===== src/rtl/opl3_reg_sched_pkg.sv =====
// Shared types and constants for the OPL3 register front end.
// Holds the sequencing state enum, the timer/control register indices and
// small address/byte-lane helpers used by the scheduler top.
package opl3_pkg;

  typedef enum logic [1:0] {
    IDLE,
    DECODE,
    WAITG,
    WRITE
  } state_t;

  // Bank 0 indices
  localparam logic [7:0] REG_T1   = 8'h02;
  localparam logic [7:0] REG_T2   = 8'h03;
  localparam logic [7:0] REG_TCTL = 8'h04;
  // Bank 1 indices
  localparam logic [7:0] REG_CONN = 8'h04;
  localparam logic [7:0] REG_NEW  = 8'h05;

  // Two byte registers share one 16-bit RAM word; bank 1 sits 0x80 words up.
  function automatic logic [11:0] reg_addr(input logic [11:0] base, input logic [8:0] idx);
    return base + {4'b0000, idx[8], idx[7:1]};
  endfunction

  function automatic logic [1:0] lane_be(input logic lsb);
    return lsb ? 2'b10 : 2'b01;
  endfunction

endpackage


===== src/rtl/opl3_reg_sched_if.sv =====
// Host-queue and structure-RAM signal bundle for the register scheduler.
// master: scheduler side (pops queue, drives RAM port B write signals).
// slave:  environment side (queue read port, sequencer busy, RAM).
interface opl3_reg_sched_if;
  logic [9:0]  q_data;
  logic        q_empty;
  logic        q_rdreq;
  logic        seq_busy;
  logic [11:0] struct_base;
  logic        ram_we;
  logic [11:0] ram_addr;
  logic [1:0]  ram_be;
  logic [15:0] ram_wdata;

  modport master (
    input  q_data, q_empty, seq_busy, struct_base,
    output q_rdreq, ram_we, ram_addr, ram_be, ram_wdata
  );

  modport slave (
    output q_data, q_empty, seq_busy, struct_base,
    input  q_rdreq, ram_we, ram_addr, ram_be, ram_wdata
  );
endinterface


===== src/rtl/opl3_reg_sched_timer.sv =====
// One OPL3 8-bit up-counting timer with preset reload and maskable flag.
// Ports: clk/reset; preset, start, mask, tick, load (start edge), clr in; flag out.
// Flag updates on the clock edge of the wrapping tick; a clear in that same cycle wins.
module opl3_timer (
  input  logic       clk,
  input  logic       reset,
  input  logic [7:0] preset,
  input  logic       start,
  input  logic       mask,
  input  logic       tick,
  input  logic       load,
  input  logic       clr,
  output logic       flag
);

  logic [7:0] cnt;
  logic       wrap;

  // A start edge reloads the counter and swallows any coincident tick.
  assign wrap = start && tick && !load && (cnt == 8'hFF);

  always_ff @(posedge clk or posedge reset) begin
    if (reset) begin
      cnt  <= 8'h00;
      flag <= 1'b0;
    end else begin
      if (load)
        cnt <= preset;
      else if (start && tick)
        cnt <= (cnt == 8'hFF) ? preset : cnt + 8'h01;

      if (clr)
        flag <= 1'b0;
      else if (wrap && !mask)
        flag <= 1'b1;
    end
  end

endmodule


===== src/rtl/opl3_reg_sched.sv =====
// OPL3 register front end: drains the host write queue, latches the register
// index per bank, schedules byte-lane writes into structure RAM around the
// sequencer, and implements timer/status (0x02-0x04) plus NEW/4-op (0x105/0x104).
// Ports: clk, reset; bus (queue + RAM port B); opl3_new, conn4op, status, irq.
module opl3_reg_sched
  import opl3_pkg::*;
#(
  parameter int OPLCLK = 50000000,
  parameter int TICK80 = OPLCLK / 12500
) (
  input  logic              clk,
  input  logic              reset,
  opl3_reg_sched_if.master  bus,
  output logic              opl3_new,
  output logic [5:0]        conn4op,
  output logic [7:0]        status,
  output logic              irq
);

  localparam int PW = (TICK80 > 1) ? $clog2(TICK80) : 1;

  state_t      state, state_nxt;
  logic        pop, grant;
  logic [9:0]  ent;
  logic [8:0]  idx;
  logic [7:0]  d;
  logic [7:0]  t1_preset, t2_preset;
  logic        mask1, mask2, st1, st2;
  logic        wr, tctl_clr, tctl_set, load1, load2;
  logic [PW-1:0] pre;
  logic [1:0]  div;
  logic        tick80, tick320;
  logic        t1_flag, t2_flag;

  assign d = ent[7:0];

  always_comb begin
    state_nxt = state;
    pop       = 1'b0;
    grant     = 1'b0;
    case (state)
      IDLE: if (!bus.q_empty) begin
        pop       = 1'b1;
        state_nxt = DECODE;
      end
      DECODE: state_nxt = ent[8] ? WAITG : IDLE;
      // RAM grant is sampled here only; busy during WRITE is ignored.
      WAITG: if (!bus.seq_busy) begin
        grant     = 1'b1;
        state_nxt = WRITE;
      end
      WRITE:   state_nxt = IDLE;
      default: state_nxt = IDLE;
    endcase
  end

  // Register side effects are decoded during the WRITE cycle.
  always_comb begin
    wr       = (state == WRITE);
    tctl_clr = wr && (idx == {1'b0, REG_TCTL}) && d[7];
    tctl_set = wr && (idx == {1'b0, REG_TCTL}) && !d[7];
    load1    = tctl_set && d[0] && !st1;
    load2    = tctl_set && d[1] && !st2;
  end

  always_ff @(posedge clk or posedge reset) begin
    if (reset) begin
      state         <= IDLE;
      ent           <= '0;
      idx           <= '0;
      bus.q_rdreq   <= 1'b0;
      bus.ram_we    <= 1'b0;
      bus.ram_addr  <= '0;
      bus.ram_be    <= '0;
      bus.ram_wdata <= '0;
      t1_preset     <= '0;
      t2_preset     <= '0;
      mask1         <= 1'b0;
      mask2         <= 1'b0;
      st1           <= 1'b0;
      st2           <= 1'b0;
      opl3_new      <= 1'b0;
      conn4op       <= '0;
      status        <= '0;
      irq           <= 1'b0;
    end else begin
      state       <= state_nxt;
      // Entry is captured now; the pop strobe follows in DECODE so the
      // show-ahead head advances before the next IDLE looks at it.
      bus.q_rdreq <= pop;
      if (pop)
        ent <= bus.q_data;

      // Bank 1 is only reachable with NEW=1, except 0x105 itself.
      if (state == DECODE && !ent[8])
        idx <= {ent[9] & (opl3_new | (d == REG_NEW)), d};

      bus.ram_we <= grant;
      if (grant) begin
        bus.ram_addr  <= reg_addr(bus.struct_base, idx);
        bus.ram_be    <= lane_be(idx[0]);
        bus.ram_wdata <= {d, d};
      end

      if (wr) begin
        case (idx)
          {1'b0, REG_T1}: t1_preset <= d;
          {1'b0, REG_T2}: t2_preset <= d;
          {1'b0, REG_TCTL}: if (!d[7]) begin
            mask1 <= d[6];
            mask2 <= d[5];
            st2   <= d[1];
            st1   <= d[0];
          end
          {1'b1, REG_CONN}: conn4op  <= d[5:0];
          {1'b1, REG_NEW}:  opl3_new <= d[0];
          default: ;
        endcase
      end

      status <= {t1_flag | t2_flag, t1_flag, t2_flag, 5'b00000};
      irq    <= t1_flag | t2_flag;
    end
  end

  // Free-running 80 us prescaler with a /4 stage for the 320 us timer.
  assign tick80  = (pre == PW'(TICK80 - 1));
  assign tick320 = tick80 && (div == 2'd3);

  always_ff @(posedge clk or posedge reset) begin
    if (reset) begin
      pre <= '0;
      div <= '0;
    end else begin
      pre <= tick80 ? '0 : pre + 1'b1;
      if (tick80)
        div <= div + 2'd1;
    end
  end

  opl3_timer u_t1 (
    .clk(clk), .reset(reset), .preset(t1_preset), .start(st1), .mask(mask1),
    .tick(tick80), .load(load1), .clr(tctl_clr), .flag(t1_flag)
  );

  opl3_timer u_t2 (
    .clk(clk), .reset(reset), .preset(t2_preset), .start(st2), .mask(mask2),
    .tick(tick320), .load(load2), .clr(tctl_clr), .flag(t2_flag)
  );

endmodule

===== src/flat_wrapper.sv =====
// flat-port wrapper written by rule: the top's interface ports become plain ports
module opl3_reg_sched_flat import opl3_pkg::*;
#(
  parameter int OPLCLK = 50000000,
  parameter int TICK80 = OPLCLK / 12500
)
  (clk, reset, opl3_new, conn4op, status, irq, bus_q_data, bus_q_empty, bus_seq_busy, bus_struct_base, bus_q_rdreq, bus_ram_we, bus_ram_addr, bus_ram_be, bus_ram_wdata);
  opl3_reg_sched_if bus_i ();
  input  logic clk;
  input  logic reset;
  output logic opl3_new;
  output logic [5:0] conn4op;
  output logic [7:0] status;
  output logic irq;
  input wire logic [$bits(bus_i.q_data)-1:0] bus_q_data;
  input wire logic [$bits(bus_i.q_empty)-1:0] bus_q_empty;
  input wire logic [$bits(bus_i.seq_busy)-1:0] bus_seq_busy;
  input wire logic [$bits(bus_i.struct_base)-1:0] bus_struct_base;
  output wire logic [$bits(bus_i.q_rdreq)-1:0] bus_q_rdreq;
  output wire logic [$bits(bus_i.ram_we)-1:0] bus_ram_we;
  output wire logic [$bits(bus_i.ram_addr)-1:0] bus_ram_addr;
  output wire logic [$bits(bus_i.ram_be)-1:0] bus_ram_be;
  output wire logic [$bits(bus_i.ram_wdata)-1:0] bus_ram_wdata;
  assign bus_i.q_data = bus_q_data;
  assign bus_i.q_empty = bus_q_empty;
  assign bus_i.seq_busy = bus_seq_busy;
  assign bus_i.struct_base = bus_struct_base;
  assign bus_q_rdreq = bus_i.q_rdreq;
  assign bus_ram_we = bus_i.ram_we;
  assign bus_ram_addr = bus_i.ram_addr;
  assign bus_ram_be = bus_i.ram_be;
  assign bus_ram_wdata = bus_i.ram_wdata;
  opl3_reg_sched #(.OPLCLK(OPLCLK), .TICK80(TICK80)) u_core (.clk(clk), .reset(reset), .bus(bus_i), .opl3_new(opl3_new), .conn4op(conn4op), .status(status), .irq(irq));
endmodule

===== config.mk =====
export PLATFORM = sky130hd
export DESIGN_NAME = opl3_reg_sched_flat
export DESIGN_NICKNAME = d
export VERILOG_FILES = /design/src/rtl/opl3_reg_sched_pkg.sv /design/src/rtl/opl3_reg_sched_if.sv /design/src/rtl/opl3_reg_sched_timer.sv /design/src/rtl/opl3_reg_sched.sv /design/src/flat_wrapper.sv
export SDC_FILE = /design/constraint.sdc
export NUM_CORES = 1
export LEC_CHECK = 0
export BUFFER_PORTS_ARGS = -buffer_cell sky130_fd_sc_hd__buf_2
export CORE_MARGIN = 5
export CORE_UTILIZATION = 59
export CTS_BUF_LIST = sky130_fd_sc_hd__clkbuf_2 sky130_fd_sc_hd__clkbuf_4 sky130_fd_sc_hd__clkbuf_8
export DETAILED_ROUTE_END_ITERATION = 8
export PLACE_DENSITY_LB_ADDON = 0.08
export SLEW_MARGIN = 10
export SYNTH_ARGS = -nofsm -noshare
export SYNTH_HDL_FRONTEND = slang
export SYNTH_HIERARCHICAL = 1
export SYNTH_SLANG_ARGS = --single-unit
export TNS_END_PERCENT = 30

===== constraint.sdc =====
create_clock -name clk -period 3.4 [get_ports clk]
set_clock_uncertainty 0.05 [all_clocks]
set_input_delay 0.34 -clock clk [delete_from_list [all_inputs] [get_ports clk]]
set_output_delay 0.34 -clock clk [all_outputs]
set_load 0.01 [all_outputs]

### Word level (Yosys, flattened, before mapping)

Index checks and enable logic that the tools add are counted.

| storage, ports and cells | value |
|---|---|
| output and inout bits | 48 |
| memories | 0 |
| memory bits (writable) | 0 |
| latch bits | 0 |
| bits in registers | 116 |
| bits of input ports | 26 |
| logic and storage cells | 104 |
| bits in read-only memories | 0 |

| cells by class | value |
|---|---|
| $lt $le $gt $ge | 0 |
| mux-type cells | 20 |
| multiply operators | 0 |
| equality and inequality tests | 15 |
| add/sub/neg operators | 5 |
| reduce and logical (&&, ||, !) cells | 36 |
| div/mod/pow operators | 0 |
| shift-type cells | 0 |
| bitwise logic cells | 4 |

Operator list:

| cell | count |
|---|---|
| $mux W8 | 6 |
| $eq A9 B2 Y1 const B | 2 |
| $eq A9 B9 Y1 const B | 2 |
| $logic_and A1 B1 Y1 | 17 |
| $add A8 B1 Y8 const B | 2 |
| $eq A8 B8 Y1 const B | 2 |
| $add A12 B1 Y12 const B | 1 |
| $add A12 B8 Y12 | 1 |
| $eq A12 B12 Y1 const B | 1 |
| $mux W12 | 1 |
| $reduce_and A2 Y1 | 5 |
| $eq A9 B3 Y1 const B | 1 |
| $eq A8 B3 Y1 const B | 1 |
| $logic_not A1 Y1 | 8 |
| $mux W1 | 8 |
| $mux W2 | 4 |
| $pmux W2 S4 | 1 |
| $reduce_bool A2 Y1 | 4 |
| $eq A2 B2 Y1 const B | 3 |
| $ne A2 B2 Y1 const B | 2 |
| $reduce_and A3 Y1 | 1 |
| $add A2 B1 Y2 const B | 1 |
| $eq A2 B1 Y1 const B | 1 |
| $logic_not A2 Y1 | 1 |
| 3 further kinds | 4 |

### Logic depth before layout (Yosys ltp)

| logic depth | value |
|---|---|
| word-level depth | 11 |
| gate-level depth with buffers | 9 |
| mapped depth without buffers | 8 |

### Hierarchy

The synthesis kept the hierarchy.

By module, submodules not included:

| module | sequential area each (um2) | cells each | area each (um2) | times used |
|---|---|---|---|---|
| opl3_reg_sched | 2227.1 | 339 | 4003.8 | 1 |
| opl3_timer | 225.2 | 65 | 586.8 | 2 |

### Least setup slack after synthesis

No wires, ideal clock.

| timing | value |
|---|---|
| path kind | flip-flop to flip-flop |
| start point | register u_core.idx[5] |
| end point | register u_core.u_t1.flag |
| path slack | 1.031 ns |
| clock period less this slack | 2.369 ns |
| cell stages (with the launch flop) | 10 |
| required time | 3.217 ns |
| data arrival time | 2.185 ns |
| buffers on the path | 2 |
| setup time | 0.133 ns |
| cell sequence | dfrtp_1 nor4_2 nand2b_1 nor4_4 and3b_1 buf_2 clkbuf_1 nor3_1 a21oi_1 nor2_1 |

| on the way | value |
|---|---|
| word-level cells in the longest chain between the ends | 10 |
| elaborated cells between the ends (all ways) | 12 |
| classes of those cells | eq/ne (1); mux (1); reduce/logical (10) |

Ends and longest elaborated chain:

| element | line | source |
|---|---|---|
| start, declared | opl3_reg_sched.sv:25 | `logic [8:0] idx;` |
| start signal, assigned | opl3_reg_sched.sv:96 | `idx <= {ent[9] & (opl3_new \| (d == REG_NEW)), d};` |
| $eq A9 B3 Y1 | opl3_reg_sched.sv:61 | `tctl_set = wr && (idx == {1'b0, REG_TCTL}) && !d[7];` |
| $logic_and A1 B1 Y1 (2 in a row) | opl3_reg_sched.sv:61 |  |
| $logic_and A1 B1 Y1 (2 in a row) | opl3_reg_sched.sv:62 | `load1 = tctl_set && d[0] && !st1;` |
| net u_core.load1 | opl3_reg_sched.sv:29 | `logic wr, tctl_clr, tctl_set, load1, load2;` |
| $logic_not A1 Y1 | opl3_reg_sched_timer.sv:20 | `assign wrap = start && tick && !load && (cnt == 8'hFF);` |
| $logic_and A1 B1 Y1 (2 in a row) | opl3_reg_sched_timer.sv:20 |  |
| $logic_and A1 B1 Y1 | opl3_reg_sched_timer.sv:34 | `else if (wrap && !mask)` |
| $reduce_bool A2 Y1 (no line) | - |  |
| end signal, assigned | opl3_reg_sched_timer.sv:25 | `flag <= 1'b0;` |
| end signal, assigned | opl3_reg_sched_timer.sv:33 | `flag <= 1'b0;` |
| end signal, assigned | opl3_reg_sched_timer.sv:35 | `flag <= 1'b1;` |
| end, declared | opl3_reg_sched_timer.sv:13 | `output logic flag` |

The timed path passes the listed nets, and every way through them passes these cells.
A chain may end at the register's enable or synchronous reset.

### Worst setup path in the final report

| timing | value |
|---|---|
| start point | register u_core.idx[5] |
| end point | register u_core.u_t2.cnt[6] |

| on the way | value |
|---|---|
| word-level cells in the longest chain between the ends | 6 |
| elaborated cells between the ends (all ways) | 7 |
| classes of those cells | eq/ne (1); mux (1); reduce/logical (5) |

Ends and longest elaborated chain:

| element | line | source |
|---|---|---|
| $eq A9 B3 Y1 * | opl3_reg_sched.sv:61 |  |
| $logic_and A1 B1 Y1 * (2 in a row) | opl3_reg_sched.sv:61 |  |
| $logic_and A1 B1 Y1 * (2 in a row) | opl3_reg_sched.sv:63 | `load2 = tctl_set && d[1] && !st2;` |
| net u_core.load2 | opl3_reg_sched.sv:29 |  |
| $mux W8 or $reduce_bool A2 Y1 (tied branches) | - |  |
| end signal, assigned | opl3_reg_sched_timer.sv:28 | `cnt <= preset;` |
| end signal, assigned | opl3_reg_sched_timer.sv:30 | `cnt <= (cnt == 8'hFF) ? preset : cnt + 8'h01;` |
| end, declared | opl3_reg_sched_timer.sv:16 | `logic [7:0] cnt;` |

The timed path passes the listed nets; every way through them passes the cells marked *.

==> flow_metrics.env <==
export IMPL_cts_buffer_depth=2
export IMPL_fillers=697
export IMPL_finalMaxSlewViolations=0
export IMPL_start_kind="flip-flop"
export IMPL_grt_max_degree=51
export IMPL_drive_gt1_frac=0.2924
export IMPL_reg2reg_to="u_core/u_t2/cnt[6]"
export IMPL_tightestPinTransition_ns=0.8945
export IMPL_pin_count=74
export IMPL_synth_compound_area_share=0.1061
export IMPL_grt_ovfl_total=0
export IMPL_antenna_left=0
export IMPL_fin_nets=571
export IMPL_die_h_um=103.7
export IMPL_num_rows=34
export IMPL_core_area_mm2=0.008636
export IMPL_dr_total_vias=3758
export IMPL_maxCapViolCount=0
export IMPL_tritoncts="built"
export IMPL_io_buffers=68
export IMPL_max_freq_ghz=0.3709
export IMPL_min_path_cells=2
export IMPL_start_util=0.5995
export IMPL_cp_num_buf_inv=1
export IMPL_cp_max_fo=9
export IMPL_whs_ns=0.1349
export IMPL_first_pass_iters=4
export IMPL_pre_cts_slack_ns=0.7206
export IMPL_vias_per_cell=5.826
export IMPL_synth_ff_type="dfrtp_1"
export IMPL_antenna_found_initial=0
export IMPL_final_common_cell="dfrtp_1"
export IMPL_dieArea_mm2=0.01075
export IMPL_synth_avg_cell_area_um2=11.04
export IMPL_hp_class="in2reg"
export IMPL_postSynthCellCount=469
export IMPL_synthDistinctLibCells=61
export IMPL_globalplace_congestion=0.9161
export IMPL_hold_path_end="u_core/ent[5]"
export IMPL_r2r_start="u_core/idx[5]"
export IMPL_drt_wl_total_um=11050
export IMPL_ys_ff_latch=107
export IMPL_fin_setup_tns_ns=0
export IMPL_clock_latency_ns=0.38
export IMPL_slowest_delay_ns=0.44
export IMPL_rr_worst_depth=7
export IMPL_h_tree_depth=3
export IMPL_irDropWorstVdd_mv=0.4079
export IMPL_antenna_diode_count=0
export IMPL_cts_resized_gates=0
export IMPL_synthAdderAreaFrac=0.03287
export IMPL_yosys_warnings=6
export IMPL_drt_iter0_drc=148
export IMPL_power_leakage_nw=2.805
export IMPL_cp_cell_sequence="nor4_2, nand2b_1, nor4_4, and3b_1, inv_1, a22o_1, a221o_1"
export IMPL_cp_arrival_ns=2.91
export IMPL_setup_ws_ns=0.7038
export IMPL_min_from="bus_q_data[5]"
export IMPL_max_slew_margin=0.4030
export IMPL_finalNonFillerCells=645
export IMPL_final_hold_viol_count=0
export IMPL_clkTransAtPathRegs_ns=0.12
export IMPL_synth_top_family_by_area="simple AND/OR/NAND/NOR gates"
export IMPL_synth_area_mux_share=0.1000
export IMPL_clock_sinks=107
export IMPL_setup_viol=0
export IMPL_multiInputGateArea_mm2=0.002273
export IMPL_grt_pass1_vias=3760
export IMPL_fin_crit_sh=0.7930
export IMPL_critPathKind="reg2reg"
export IMPL_route_detailed_drc=0
export IMPL_synth_edf_count=0
export IMPL_final_cell_mix="107 x dfrtp_1, 68 x buf_2, 62 x nand2_1"
export IMPL_power_total_w=0.003706
export IMPL_gr_usage_all_layers=0.2092
export IMPL_seq_area_frac_synth=0.5172
export IMPL_power_density_mw_per_mm2=645.1
export IMPL_synth_simple_area_share=0.1694
export IMPL_die_w_um=103.7
export IMPL_cts_made_buffers=9
export IMPL_synth_xor_area_frac=0.02707
export IMPL_area_growth_pct=10.95
export IMPL_critPathCaptureType="flip-flop"
export IMPL_path_delay_family="simple AND/OR/NAND/NOR gates"
export IMPL_synth_async_reset_ratio=1.000
export IMPL_cts_root_buf="clkbuf_8"
export IMPL_area_sequential_mm2=0.002678
export IMPL_reg2reg_slack_ns=0.70
export IMPL_crit_required_ns=3.61
export IMPL_dp_hpwl_um=8177
export IMPL_wl_per_cell_um=17.14
export IMPL_cp_slowest_cell="and3b_1"
export IMPL_status="complete, no violations"
export IMPL_syn_area_mm2=0.005177
export IMPL_min_period_ns=2.696
export IMPL_grt_pass1_wl_um=18760
export IMPL_dp_cells=628
export IMPL_rsz0062_at_grt="no"
## cell families (layout without fill, tap and decap cells)
| group | Yosys count | in the layout |
|---|---|---|
| mux | 46 | 46 |
| buf+inv | 45 | 109 |
| flops | 107 | 107 |
| other cells | 1 | 5 |
| xor+xnor | 16 | 16 |
| fa+ha+maj | 13 | 13 |
| compound gates | 81 | 81 |
| simple gates | 160 | 160 |
## sequential cells by signal, indices dropped and copies added, names as in the netlist, 6 cells and up, named ones only
name,cells
u_core/conn4op,6
u_core/u_t1/cnt,8
u_core/u_t2/cnt,8
u_core/pre,12
u_core/bus.ram_wdata,8
u_core/t2_preset,8
u_core/t1_preset,8
u_core/idx,9
u_core/bus.ram_addr,12
u_core/ent,10
## metal layers
layer	vias up	GRT usage	wire length (um)
li1	1783	-	-
met1	1859	0.2855	4963
met2	99	0.3461	5490
met3	17	0.03794	448
met4	0	0.05550	150
met5	-	0	0
## per-stage QoR
step	area (um2)	utilization
2_1_floorplan	5192	-
3_3_place_gp	5544	0.6420
3_5_place_dp	5544	0.6420
4_1_cts	5744	0.6652
5_1_grt	5744	0.6652
6_report	5744	0.6652
## report_power, final
group          internal [W]  switching, W  leakage [nW]
clock              0.000285      0.000473        0.0953
sequential          0.00156      0.000330          1.40
combinational      0.000513      0.000544          1.31
total               0.00236       0.00135          2.81
## timing repair
item                                    4_1_cts  5_1_grt
endpoints found under the setup margin        0        0
endpoints found under the hold margin        18        0
hold buffers                                  1        0
setup buffers                                 0        0
## cells in the mapped netlist (all sizes together) (6+ instances only)
library cell  instances  area [um2]
a21oi                20       100.1
and4                  8       75.07
buf                  20       147.6
clkbuf                8       30.03
dfrtp               107        2678
ha                   12       150.1
inv                  17       63.81
mux2                 46       518.0
nand2                64       245.2
nand3                10       50.05
nand4                 6       37.54
nor2                 19       71.32
nor3                 13       81.33
nor4                  7       77.58
o21ai                16       80.08
xnor2                 7       61.31
xor2                  9       78.83
## worst max path at each step
stage | start | endpoint | slack, ns | cells after the start
global route | u_core/idx[5] | u_core/u_t2/cnt[6] | 0.49 | 7
floorplan | reset | async pin | 0.70 | 1
CTS | u_core/idx[5] | u_core/u_t2/cnt[6] | 0.72 | 7
global placement | u_core/idx[5] | u_core/u_t2/cnt[6] | 0.74 | 7
detailed placement | u_core/idx[5] | u_core/u_t2/cnt[6] | 0.72 | 7
finish | u_core/idx[5] | u_core/u_t2/cnt[6] | 0.70 | 7
## area by class of cell
| type | instances | area share |
|---|---|---|
| flip-flops and latches | 107 | 0.4661 |
| multi-input cells | 321 | 0.3958 |
| repair buffers | 76 | 0.07014 |
| well taps | 108 | 0.02352 |
| clock buffers | 9 | 0.02156 |
| clock inverters | 7 | 0.01154 |
| inverters | 17 | 0.01133 |
Power figures use the tool's default switching activity.
